`config.mk`:
```
export PLATFORM = sky130hd
export DESIGN_NAME = vliw_bundle_loader
export DESIGN_NICKNAME = d
export VERILOG_FILES = /design/src/rtl/vliw_bundle_loader.sv
export SDC_FILE = /design/constraint.sdc
export NUM_CORES = 1
export LEC_CHECK = 0
export CAP_MARGIN = 10
export CORE_MARGIN = 1.5
export CORE_UTILIZATION = 45
export DETAILED_ROUTE_END_ITERATION = 8
export PLACE_DENSITY = 0.8
export SYNTH_ARGS = -nofsm -noshare
export SYNTH_HDL_FRONTEND = slang
export SYNTH_SLANG_ARGS = --single-unit
```
`constraint.sdc`:
```
create_clock -name clk -period 3.1 [get_ports clk]
set_clock_uncertainty 0.15 [all_clocks]
set_input_delay 0.31 -clock clk [delete_from_list [all_inputs] [get_ports clk]]
set_output_delay 0.31 -clock clk [all_outputs]
set_load 0.01 [all_outputs]
```
`src/rtl/vliw_bundle_loader.sv`:
```
// Packs six 32-bit slot words into one 192-bit VLIW bundle and writes it to instruction memory.
// Optional early termination on in_last is enabled by defining VLIW_LOADER_EARLY_LAST_EN.
//
// state | meaning
// IDLE  | no session; waits for load_start
// FILL  | accepting slot words into the bundle register
// WRITE | one-cycle instruction memory write of the bundle
// FULL  | top address written; input refused until load_start
module vliw_bundle_loader #(
  parameter int SLOTS  = 6,
  parameter int SLOT_W = 32,
  parameter int ADDR_W = 8
) (
  input  logic                    clk,
  input  logic                    rst,
  input  logic                    load_start,
  input  logic [ADDR_W-1:0]       start_addr,
  input  logic                    in_valid,
  output logic                    in_ready,
  input  logic [SLOT_W-1:0]       in_data,
  input  logic                    in_last,
  output logic                    imem_we,
  output logic [ADDR_W-1:0]       imem_addr,
  output logic [SLOTS*SLOT_W-1:0] imem_wdata,
  output logic                    busy,
  output logic                    full_err,
  output logic [ADDR_W:0]         bundle_cnt
);

  localparam int IDX_W = $clog2(SLOTS);

  typedef enum logic [1:0] {IDLE, FILL, WRITE, FULL} state_t;

  state_t                    state, state_nxt;
  logic [SLOTS*SLOT_W-1:0]   bundle, bundle_nxt;
  logic [IDX_W-1:0]          slot_idx, slot_nxt;
  logic [ADDR_W-1:0]         addr_nxt;
  logic [ADDR_W:0]           cnt_nxt;
  logic                      err_nxt;
  logic                      last_pend, last_nxt;
  logic                      last_in;

`ifdef VLIW_LOADER_EARLY_LAST_EN
  assign last_in = in_last;
`else
  logic unused_last;
  assign last_in     = 1'b0;
  assign unused_last = in_last;
`endif

  assign in_ready   = (state == FILL);
  assign busy       = (state == FILL) || (state == WRITE);
  // A reset cycle must never produce a write, even from the WRITE state.
  assign imem_we    = (state == WRITE) && !rst;
  assign imem_wdata = bundle;

  always_ff @(posedge clk) begin
    if (rst) begin
      state      <= IDLE;
      bundle     <= '0;
      slot_idx   <= '0;
      imem_addr  <= '0;
      bundle_cnt <= '0;
      full_err   <= 1'b0;
      last_pend  <= 1'b0;
    end else begin
      state      <= state_nxt;
      bundle     <= bundle_nxt;
      slot_idx   <= slot_nxt;
      imem_addr  <= addr_nxt;
      bundle_cnt <= cnt_nxt;
      full_err   <= err_nxt;
      last_pend  <= last_nxt;
    end
  end

  always_comb begin
    state_nxt  = state;
    bundle_nxt = bundle;
    slot_nxt   = slot_idx;
    addr_nxt   = imem_addr;
    cnt_nxt    = bundle_cnt;
    err_nxt    = full_err;
    last_nxt   = last_pend;

    unique case (state)
      FILL: begin
        if (!load_start && in_valid) begin
          bundle_nxt[int'(slot_idx)*SLOT_W +: SLOT_W] = in_data;
          if (last_in) begin
            // Remaining slots become NOPs (all-zero words).
            for (int s = 0; s < SLOTS; s++) begin
              if (s > int'(slot_idx)) bundle_nxt[s*SLOT_W +: SLOT_W] = '0;
            end
          end
          if (last_in || slot_idx == IDX_W'(SLOTS-1)) begin
            state_nxt = WRITE;
            slot_nxt  = '0;
            last_nxt  = last_in;
          end else begin
            slot_nxt = slot_idx + IDX_W'(1);
          end
        end
      end
      WRITE: begin
        bundle_nxt = '0;
        cnt_nxt    = bundle_cnt + (ADDR_W+1)'(1);
        if (last_pend) begin
          state_nxt = IDLE;
          last_nxt  = 1'b0;
        end else if (imem_addr == '1) begin
          state_nxt = FULL;
          err_nxt   = 1'b1;
        end else begin
          state_nxt = FILL;
          addr_nxt  = imem_addr + ADDR_W'(1);
        end
      end
      default: ;
    endcase

    // A new session overrides everything; the write of a WRITE cycle still completes.
    if (load_start) begin
      state_nxt  = FILL;
      bundle_nxt = '0;
      slot_nxt   = '0;
      addr_nxt   = start_addr;
      cnt_nxt    = '0;
      err_nxt    = 1'b0;
      last_nxt   = 1'b0;
    end
  end

endmodule
```
Yosys cells after proc, flatten, opt, wreduce, memory -nomap -nowiden
Index checks and enable logic that the tools add are counted.
Widths: inputs -> output; s select.

operators by class
  add/sub/neg operators = 4
  eq/ne operators = 10
  shift operators = 2
  muxes and demuxes = 17
  bitwise operators = 1
  reduce and logical (&&, ||, !) cells = 15

operator list
  kind                       count
  $pmux 192 s2               1
  $bwmux 192                 1
  $mux 192                   1
  $shift 32x33->192 const A  1
  $shiftx 32x33->192         1
  $neg 8->33                 1
  $mux 8                     4
  $reduce_and 3->1           4
  $add 9x1->9 const B        1
  $add 8x1->8 const B        1
  $eq 8x8->1 const B         1
  $mux 2                     4
  $ne 3x2->1 const B         2
  $ne 2x1->1 const B         2
  $ne 2x2->1 const B         2
  $pmux 2 s2                 1
  $reduce_and 2->1           2
  $reduce_bool 2->1          2
  $add 3x1->3 const B        1
  $eq 3x3->1 const B         1
  $mux 1                     3
  $mux 3                     1
  $reduce_bool 3->1          1
  $eq 2x1->1 const B         1
  other kinds (7)            9

word-level totals
  flip-flop bits (word level) = 216
  bits of input ports = 45
  output and inout port bits = 213
  word-level logic and storage cells = 57

Depth between registers and ports, before layout
Gate-level depths: netlist of run 1.

  depth in word-level cells = 5
  gate-level depth with buffers = 10
  depth with buffers taken out = 7

Worst setup path after synthesis of run 1
Ideal clock, no wire load.

  path kind = flip-flop to flip-flop
  from = register slot_idx[0]
  to = register bundle[10] (netlist: imem_wdata[10])
  setup time = 0.072 ns
  arrival = 2.387 ns
  required time = 2.878 ns
  path slack = 0.491 ns
  stages on the path, launching flop included = 10
  buffers on the path = 2
  cells stage by stage = dfxtp_1 -> inv_1 -> ha_1 -> ha_1 -> clkbuf_1 -> nor3b_1 -> a41o_1 -> nand2_1 -> buf_2 -> mux2i_1

between the ends
  cells in the longest elaborated chain, start to end = 5
  elaborated cells between the ends (all ways) = 6
  those cells by class = add/sub: 1; shift: 2; mux: 3

RTL lines
  element                                                  line  RTL
  start, declared                                          36    logic [IDX_W-1:0] slot_idx, slot_nxt;
  start signal, assigned                                   69    slot_idx <= slot_nxt;
  $neg 8->33 (*)                                           89    bundle_nxt[int'(slot_idx)*SLOT_W +: SLOT_W] = in_data;
  $shiftx 32x33->192 or $shift 32x33->192 (tied branches)  89
  $bwmux 192 (*)                                           89
  $mux 192 (*)                                             88    if (!load_start && in_valid) begin
  $pmux 192 s2 (*)                                         86    unique case (state)
  end signal, assigned                                     68    bundle <= bundle_nxt;
  end, declared                                            35    logic [SLOTS*SLOT_W-1:0] bundle, bundle_nxt;

Every way passes the cells marked *; elsewhere a longest branch is shown, timed or not. The select of a mux whose other input is x is not followed.
A chain may end at the register's enable or synchronous reset.

Worst setup path after layout of run 1
  from = register slot_idx[0]
  to = register bundle[154] (netlist: imem_wdata[154])

The elaborated chain is that of the path after synthesis.

==> impl_metrics.toml, run 1 <==
[outcome]
status = "complete, no violations"

[critical_path]
start_kind = "register"
criticalPathCategory = "reg2reg"
required_ns = 3.38
cp-end-kind = "register"
crit_fanout = 16
critPathArrivalTime_ns = 3.10

[power]
netSwitchingFraction_pct = 21.9
netSwitchingPower_uw = 1280
clkPwrFrac_pct = 46.2
intPower_uw = 4550
p_leak_uw = 0.00428
combPwrFrac_pct = 5.9
irDropWorstVdd_mv = 0.351
pwr-share-seq_pct = 47.9
power.density_nw_per_um2 = 527

[detailed_routing]
post_drt_wl_per_cell_um = 20.2
ant_nets = 0
via_per_inst = 5.55
dr.pass1.iters = 5
vias = 6342
drc = 0
routed_wl_mm = 23.1
drt_iter0_drc = 367

[floorplan]
die-area_um2 = 17100
dieHeight_um = 131
core_area_um2 = 15900
die_x_um = 131
start_util_pct = 46.2
io_pins = 258
rows = 46

[clocking]
cts_buffer_depth = 3
insertion_delay_ns = 0.51
cts_tree = "built"
clock_tree.htree_level_count = 1
cts.reportedPaths.clkPinSlew_ns = 0.06
numClockSinks = 215
cts_root_buf = "clkbuf_16"
cts_made_buffers = 22

[yosys]
synth_edf_count = 0
synthCells = 651
syn_area_per_cell_um2 = 11.3
synth.yosys.warnings = 0
ys_seq_elements = 215
synth_nets = 707
synth.cell_area_um2 = 7370
ys.flop_type = "dfxtp_1"
synth_cell_types = 41
seq_area_frac_synth_pct = 58.4
synthArstFlopShare_pct = 0

[timing]
fin_crit_sh_pct = 90.9
maxSlewHeadroom_pct = 49.2
setup_viol = 0
period_needed_ns = 2.82
rsz0062_at_grt = "no"
tightest_slew_ns = 0.761
tns_ns = 0
hold_viol = 0
fmax_mhz = 355
maxSlewViolCount = 0

[layout]
area_growth_pct = 50.2
final_cell_count_no_fill = 1143
diodes = 0
fin_util_pct = 69.4
finalNetCount = 970
drive_above_1_share_pct = 8.85

[placement]
dp_cells = 1105
port_buffers = 256
place_congestion = 0.861
hpwl_mm = 15.4

[grt]
grt_usage_pct = 25.2
grt_pass1_wl_mm = 33.7
grt_pass1_vias = 5995
overflow = 0
grt_max_degree = 33
antenna_found_initial = 0

[hold_path]
hp-class = "in2reg"

[flow_run]
cap_violations = 0
-- registers in the layout, summed over array words and instances, names as in the netlist --
name / count
bundle_cnt: 9
full_err: 1
imem_addr: 8
imem_wdata: 192
slot_idx: 3
state: 2
-- metrics by stage --
stage | total power, uW | cell area, um^2 | setup WS, ns | hold slack, ns
floorplan | 2990 | 7370 | 0.491 | 0.286
global placement | 3190 | 10300 | 0.225 | 0.293
detailed placement | 3190 | 10300 | 0.164 | 0.302
CTS | 5870 | 11100 | 0.130 | 0.233
global route | 6020 | 11100 | 0.200 | 0.246
finish | 5830 | 11100 | 0.281 | 0.242
-- synthesized netlist by cell type (6+ instances only) --
cell type / number / share of area, %
buf_2: 15 / 1.0
clkbuf_1: 28 / 1.4
o21ai_0: 8 / 0.54
nand3_1: 8 / 0.54
nor2_1: 24 / 1.2
nand2_1: 48 / 2.4
nand4_1: 8 / 0.68
inv_1: 12 / 0.61
nor3_1: 6 / 0.41
ha_1: 11 / 1.9
a22o_1: 174 / 21
and3_1: 7 / 0.59
a21oi_1: 16 / 1.1
xor2_1: 7 / 0.83
dfxtp_1: 215 / 58
mux2i_1: 21 / 2.9
-- cell type report --
type	instances	area [um^2]
inverter	12	45.0
tap	216	270
clock buffer	31	654
timing repair buffer	284	2790
fill	1226	4880
sequential	215	4300
multi-input combinational	379	2910
clock inverter	6	97.6
-- cells in the final DEF, fill, tap and decap left out, types with 4 or more instances in the layout --
cell / instances
clkdlybuf4s50_1: 256
inv_1: 12
o21ai_0: 8
clkbuf_16: 22
a22o_1: 174
a211oi_1: 4
and3_1: 7
a21oi_4: 4
mux2i_1: 21
nand4_1: 8
nor3_2: 5
a21oi_1: 15
ha_1: 11
dfxtp_1: 215
clkbuf_8: 7
buf_4: 27
xor2_1: 7
or3_1: 5
nor2_1: 24
nand2_1: 48
nand3_1: 8
-- power groups by stage --
stage	logic (uW)	registers, uW	clock network [uW]
2_1_floorplan	131	2860	0
3_3_place_gp	333	2850	0
3_5_place_dp	334	2860	0
4_1_cts	337	2790	2740
5_1_grt	364	2800	2860
6_report	342	2790	2700
-- repair_timing --
item                                    in CTS  in global routing
buffers inserted                             0                  0
resized for setup                            0                  1
hold buffers                                 0                  0
endpoints found under the setup margin       0                 30
-- cells by family after synthesis --
logic type	after synthesis	synth area share (%)
adders and majority gates	11	1.87
AOI/OAI and AO/OA	215	24.2
and+or+nand+nor	122	8.22
buffers and inverters	58	3.36
xor gates and xnor gates	8	0.951
muxes	22	3.01
DFF	215	58.4
-- layer usage --
layer	vias up	part of all wire [%]	track usage (%)
li1	2960	-	-
met1	3064	42	32.0
met2	273	47	42.3
met3	45	7.5	5.66
met4	0	3.0	8.79
met5	-	0	0
-- critical path, stage by stage, from the launching register on --
cell	delay (ns)
dfxtp_1	0.49
inv_1	0.15
ha_1	0.24
ha_1	0.38
nor2b_1	0.18
a31o_2	0.26
a21oi_4	0.64
a22o_1	0.24
-- worst paths after layout --
path                          startpoint                            to  slack, ns  cells after the start
max             slot_idx[0]$_SDFFE_PP0P_  imem_wdata[154]$_SDFFE_PP0P_       0.28                      7
min                        start_addr[7]     imem_addr[7]$_SDFFE_PP0P_       0.24                      3
max reg2reg     slot_idx[0]$_SDFFE_PP0P_  imem_wdata[154]$_SDFFE_PP0P_       0.28                      7
min reg2reg  imem_wdata[12]$_SDFFE_PP0P_   imem_wdata[12]$_SDFFE_PP0P_       0.31                      2
Power figures use the tool's default switching activity.
==> run 2, diff against run 1 <==
--- a/config.mk
+++ b/config.mk
@@ -8,6 +8,7 @@
 export CAP_MARGIN = 10
 export CORE_MARGIN = 1.5
 export CORE_UTILIZATION = 45
+export CTS_CLUSTER_SIZE = 40
 export DETAILED_ROUTE_END_ITERATION = 8
 export PLACE_DENSITY = 0.8
 export SYNTH_ARGS = -nofsm -noshare
==> results of run 2 <==
Same layout as run 1: the final DEF is identical, and so are final timing and power.
==> run 3, diff against run 2 <==
--- a/config.mk
+++ b/config.mk
@@ -10,6 +10,7 @@
 export CORE_UTILIZATION = 45
 export CTS_CLUSTER_SIZE = 40
 export DETAILED_ROUTE_END_ITERATION = 8
+export HOLD_SLACK_MARGIN = 0.05
 export PLACE_DENSITY = 0.8
 export SYNTH_ARGS = -nofsm -noshare
 export SYNTH_HDL_FRONTEND = slang
==> results of run 3 <==
Same layout as run 1: the final DEF is identical, and so are final timing and power.
==> edit 1 (settings of run 1) <==
Change the parameter `ADDR_W` from 8 to 7.
--- a/src/rtl/vliw_bundle_loader.sv
+++ b/src/rtl/vliw_bundle_loader.sv
@@ -10,5 +10,5 @@
   parameter int SLOTS  = 6,
   parameter int SLOT_W = 32,
-  parameter int ADDR_W = 8
+  parameter int ADDR_W = 7
 ) (
   input  logic                    clk,
Ports: changed (resized bundle_cnt, imem_addr and start_addr); port bits go from 258 to 255. The function was not compared with the original's and may differ.
==> edit 1 against run 1 <==
  * Global-route usage increased by 0.24 points
  * Sequential cell count down 2
  * Cell area fell by 0.79%
  * Worst hold slack worse by 0.020 ns
  * Wire length decreased by 1.3%
  * Setup slack got worse by 0.0098 ns
  * Power is 1.6% higher
  * Area after synthesis barely moved
  * Largest cell class unchanged
==> edit 1: results (changes against run 1) <==
Logic synthesis
  – Post-Synth XOR/XNOR Area: 0.950% (about the same)
  – Syn nets: 708 (+0.14%)
  – Sequential area share after synthesis: 57.8% (-0.58 points)
  – Mux cell area share after synthesis: 0.272% (-2.7 points)
  – Synth Area in Compound Gates: 24.9% (+0.70 points)
  – Largest cells by area after synthesis: dfxtp_1, a22o_1, ha_1
  – Netlist cell types: 53 (+29%)
  – Cells after synthesis: 653 (+0.31%)
  – Post-synthesis adder-cell area fraction: 1.87% (about the same)
  – Commonest cells post-synth: dfxtp_1, a22o_1, nand2_1

STA
  – Min Hold Slack: 0.222 ns (-0.0201 ns)
  – Period Utilization, post-route: 91.3% (+0.32 points)
  – Worst-Margin Slew: 1.06 ns (+0.303 ns)

Placed design
  – Dpl cell area: 10200 um2 (-1.0%)
  – Detailed Place HPWL: 15600 um (+1.1%)
  – Placed cells: 1100 (-0.45%)
  – Pre-CTS setup slack: 0.207 ns (+0.0428 ns)
  – Routability cong.: 0.854 (-0.83%)
  – Port Buffer Count: 253 (-1.2%)

Routing
  – Drt first pass iters: 4 (-1)
  – Drt wl/cell: 20.0 um (-0.94%)
  – Vias per inst: 5.58 (+0.49%)
  – Via Count: 6351 (+0.14%)
  – First DRT Iteration DRCs: 362 (-1.4%)

GRT
  – Initial antenna violation count: 0 (unchanged)
  – GRT Total Usage: 25.5% (+0.24 points)
  – Global-route wire length before repair: 33900 um (+0.55%)
  – Vias in the first global route: 5994 (-0.017%)

CTS
  – Reg clk slew, reported paths: 0.06 ns (about the same)
  – Worst skew pair latency: 0.50 ns

Power
  – Sw Pwr: 1.28 mW (+0.46%)
  – Fraction of power consumed by sequential logic: 46.6% (-1.3 points)
  – Internal power: 4.64 mW (+2.0%)
  – Peak supply drop: 0.476 mV (+36%)
  – Part of the power in the clock network: 48.0% (+1.8 points)
  – P_leak: 4.19 nW (-2.3%)

Setup path
  – Crit Path Max Fanout: 16 (unchanged)
  – CP arrival: 3.11 ns (about the same)
  – Slowest CP cell: a21oi_2
  – CP peak stage delay: 0.78 ns (+0.14 ns)

Finish
  – Diode count: 0 (unchanged)
  – Fillers: 1214 (-0.98%)
  – Layout cell share with drive strength beyond 1: 8.99% (+0.15 points)
  – Post-layout nets: 963 (-0.72%)

Run status
  – Status: completed
==> edit 1: path summary, 6_finish.rpt <==
kind	endpoint	cells after the start	startpoint
worst min-delay path	imem_addr[4]	3	start_addr[4]
worst max-delay path	imem_wdata[29]	8	slot_idx[1]
worst min register to register	imem_wdata[126]	2	imem_wdata[126]
worst max register to register	imem_wdata[29]	8	slot_idx[1]
==> edit 1: routing by layer <==
metal | GRT usage (%) | vias up | part of all wire, %
met5 | 0 | - | 0
met4 | 9.83 | 0 | 3.3
met3 | 6.31 | 49 | 9.2
met2 | 41.7 | 265 | 46
met1 | 32.4 | 3055 | 41
li1 | - | 2982 | -
==> edit 1: layout make-up <==
| class | instances | area [um2] | area share [%] |
|---|---|---|---|
| inverter | 10 | 37.5 | 0.342 |
| clock inverter | 10 | 150 | 1.37 |
| multi-input combinational | 381 | 2870 | 26.2 |
| clock buffer | 29 | 638 | 5.81 |
| tap | 216 | 270 | 2.46 |
| sequential | 213 | 4260 | 38.8 |
| timing repair buffer | 280 | 2750 | 25.0 |
==> edit 2 (flow settings as in run 1) <==
Made on the original files. The 4 states of `state_t` get a one-hot encoding in 4 bits.
--- a/src/rtl/vliw_bundle_loader.sv
+++ b/src/rtl/vliw_bundle_loader.sv
@@ -30,5 +30,5 @@
   localparam int IDX_W = $clog2(SLOTS);
 
-  typedef enum logic [1:0] {IDLE, FILL, WRITE, FULL} state_t;
+  typedef enum logic [3:0] {IDLE = 4'b0001, FILL = 4'b0010, WRITE = 4'b0100, FULL = 4'b1000} state_t;
 
   state_t                    state, state_nxt;
Function: no difference found for any inputs over 4 cycles, from zero or initial values and one cycle with rst high; so few cycles prove little.
==> edit 2 against run 1 <==
  * Global-route usage increased by 0.90 points
  * Worst hold slack got worse by 0.0085 ns
  * Sequential cell count rose by 2
  * Setup slack lost 0.059 ns
  * Power increased by 1.3%
  * Wire length is 9.6% higher
  * Cell area increased by 5.5%
  * Area after synthesis increased by 9.9%
  * Via count is 19% higher
  * Largest cell class unchanged
==> edit 2: results (changes against run 1) <==
Logic synthesis
  – Largest cells by area after synthesis: dfxtp_1, a22o_1, nand3_1
  – Commonest cells post-synth: dfxtp_1, nand3_1, a22o_1
  – Syn nets: 893 (+26%)
  – Synth Area in Compound Gates: 24.1% (-0.11 points)
  – Netlist cell types: 56 (+37%)
  – Post-Synth XOR/XNOR Area: 1.19% (+0.24 points)

GRT
  – Met3 Usage GRT: 4.63% (-1.0 points)
  – Met1 usage: 35.8% (+3.8 points)
  – Largest net degree at the start of global routing: 72 (+120%)
  – Vias in the first global route: 7037 (+17%)
  – GRT Total Usage: 26.1% (+0.90 points)
  – Global-route wire length before repair: 39000 um (+16%)

Run status
  – Status: completed

Routing
  – Met3 WL: 1810 um (+5.3%)
  – First DRT Iteration DRCs: 577 (+57%)
  – Drt wl/cell: 19.4 um (-4.3%)
  – Vias per inst: 5.79 (+4.3%)
  – Met1 WL: 11000 um (+13%)
  – Routed wl met2: 11800 um (+7.9%)

Placed design
  – Detailed Place HPWL: 16900 um (+9.8%)
  – Routability cong.: 0.871 (+1.2%)

CTS
  – Num CTS Buffers: 23 (+4.5%)
  – Clock Tree Buf Depth: 3 (unchanged)

Finish
  – Post-layout nets: 1121 (+16%)
  – Fillers: 1412 (+15%)

Setup path
  – RR Endpoint: imem_wdata[63]
  – Crit Path Max Fanout: 32 (+16)
  – Flop-to-flop setup slack: 0.22 ns (-0.06 ns)
  – R2R Path Start: slot_idx[1]

Power
  – P_leak: 3.99 nW (-6.9%)
  – Internal power: 4.65 mW (+2.2%)
  – Clock-net power: 2.82 mW (+4%)

Min path
  – Hold EP: imem_addr[5]

STA
  – Max_slew headroom: 28.2% (-21 points)
-- edit 2: metrics by stage --
step           power (mW)  hold WS, ns  setup WS, ns  utilization [%]  instances
4_1_cts              5.96        0.220         0.224             67.0       1308
5_1_grt              6.08        0.246        0.0104             67.0       1308
3_5_place_dp         3.15        0.298         0.242             62.5       1267
6_report             5.91        0.233         0.222             67.0       1308
2_1_floorplan        2.98        0.285         0.524                -        839
3_3_place_gp         3.14        0.292         0.308             62.5       1267
-- edit 2: area by class of cell --
class / instances / area share [%]
repair buffers: 285 / 23.9
multi-input cells: 530 / 29.4
flip-flops and latches: 217 / 37.2
clock buffers: 33 / 5.77
well taps: 225 / 2.41
clock inverters: 8 / 0.986
inverters: 10 / 0.332
-- edit 2: worst max-delay path by stage --
| stage | cells after the start | from | end | slack, ns |
|---|---|---|---|---|
| finish | 7 | slot_idx[1] | imem_wdata[63] | 0.22 |
| global route | 7 | slot_idx[1] | imem_wdata[63] | 0.01 |
| detailed placement | 7 | slot_idx[1] | imem_wdata[63] | 0.24 |
| floorplan | 10 | slot_idx[0] | imem_wdata[130] | 0.52 |
| CTS | 3 | state[1] | imem_we | 0.22 |
| global placement | 7 | slot_idx[1] | imem_wdata[44] | 0.31 |
-- edit 2: cell families after synthesis --
logic type | after synthesis
AO/OA/AOI/OAI | 277
adder cells (fa/ha/maj) | 9
AND/OR/NAND/NOR | 233
buffers and inverters | 92
flip-flops | 217
XOR/XNOR | 11
-- edit 2: worst max-delay path, delay by kind of cell, from the launching register on --
family                   cells  cell delay (ns)
buffers and inverters        1             0.10
flip-flops                   1             0.46
AO/OA/AOI/OAI                3             1.29
AND/OR/NAND/NOR              1             0.27
adder cells (fa/ha/maj)      2             0.54
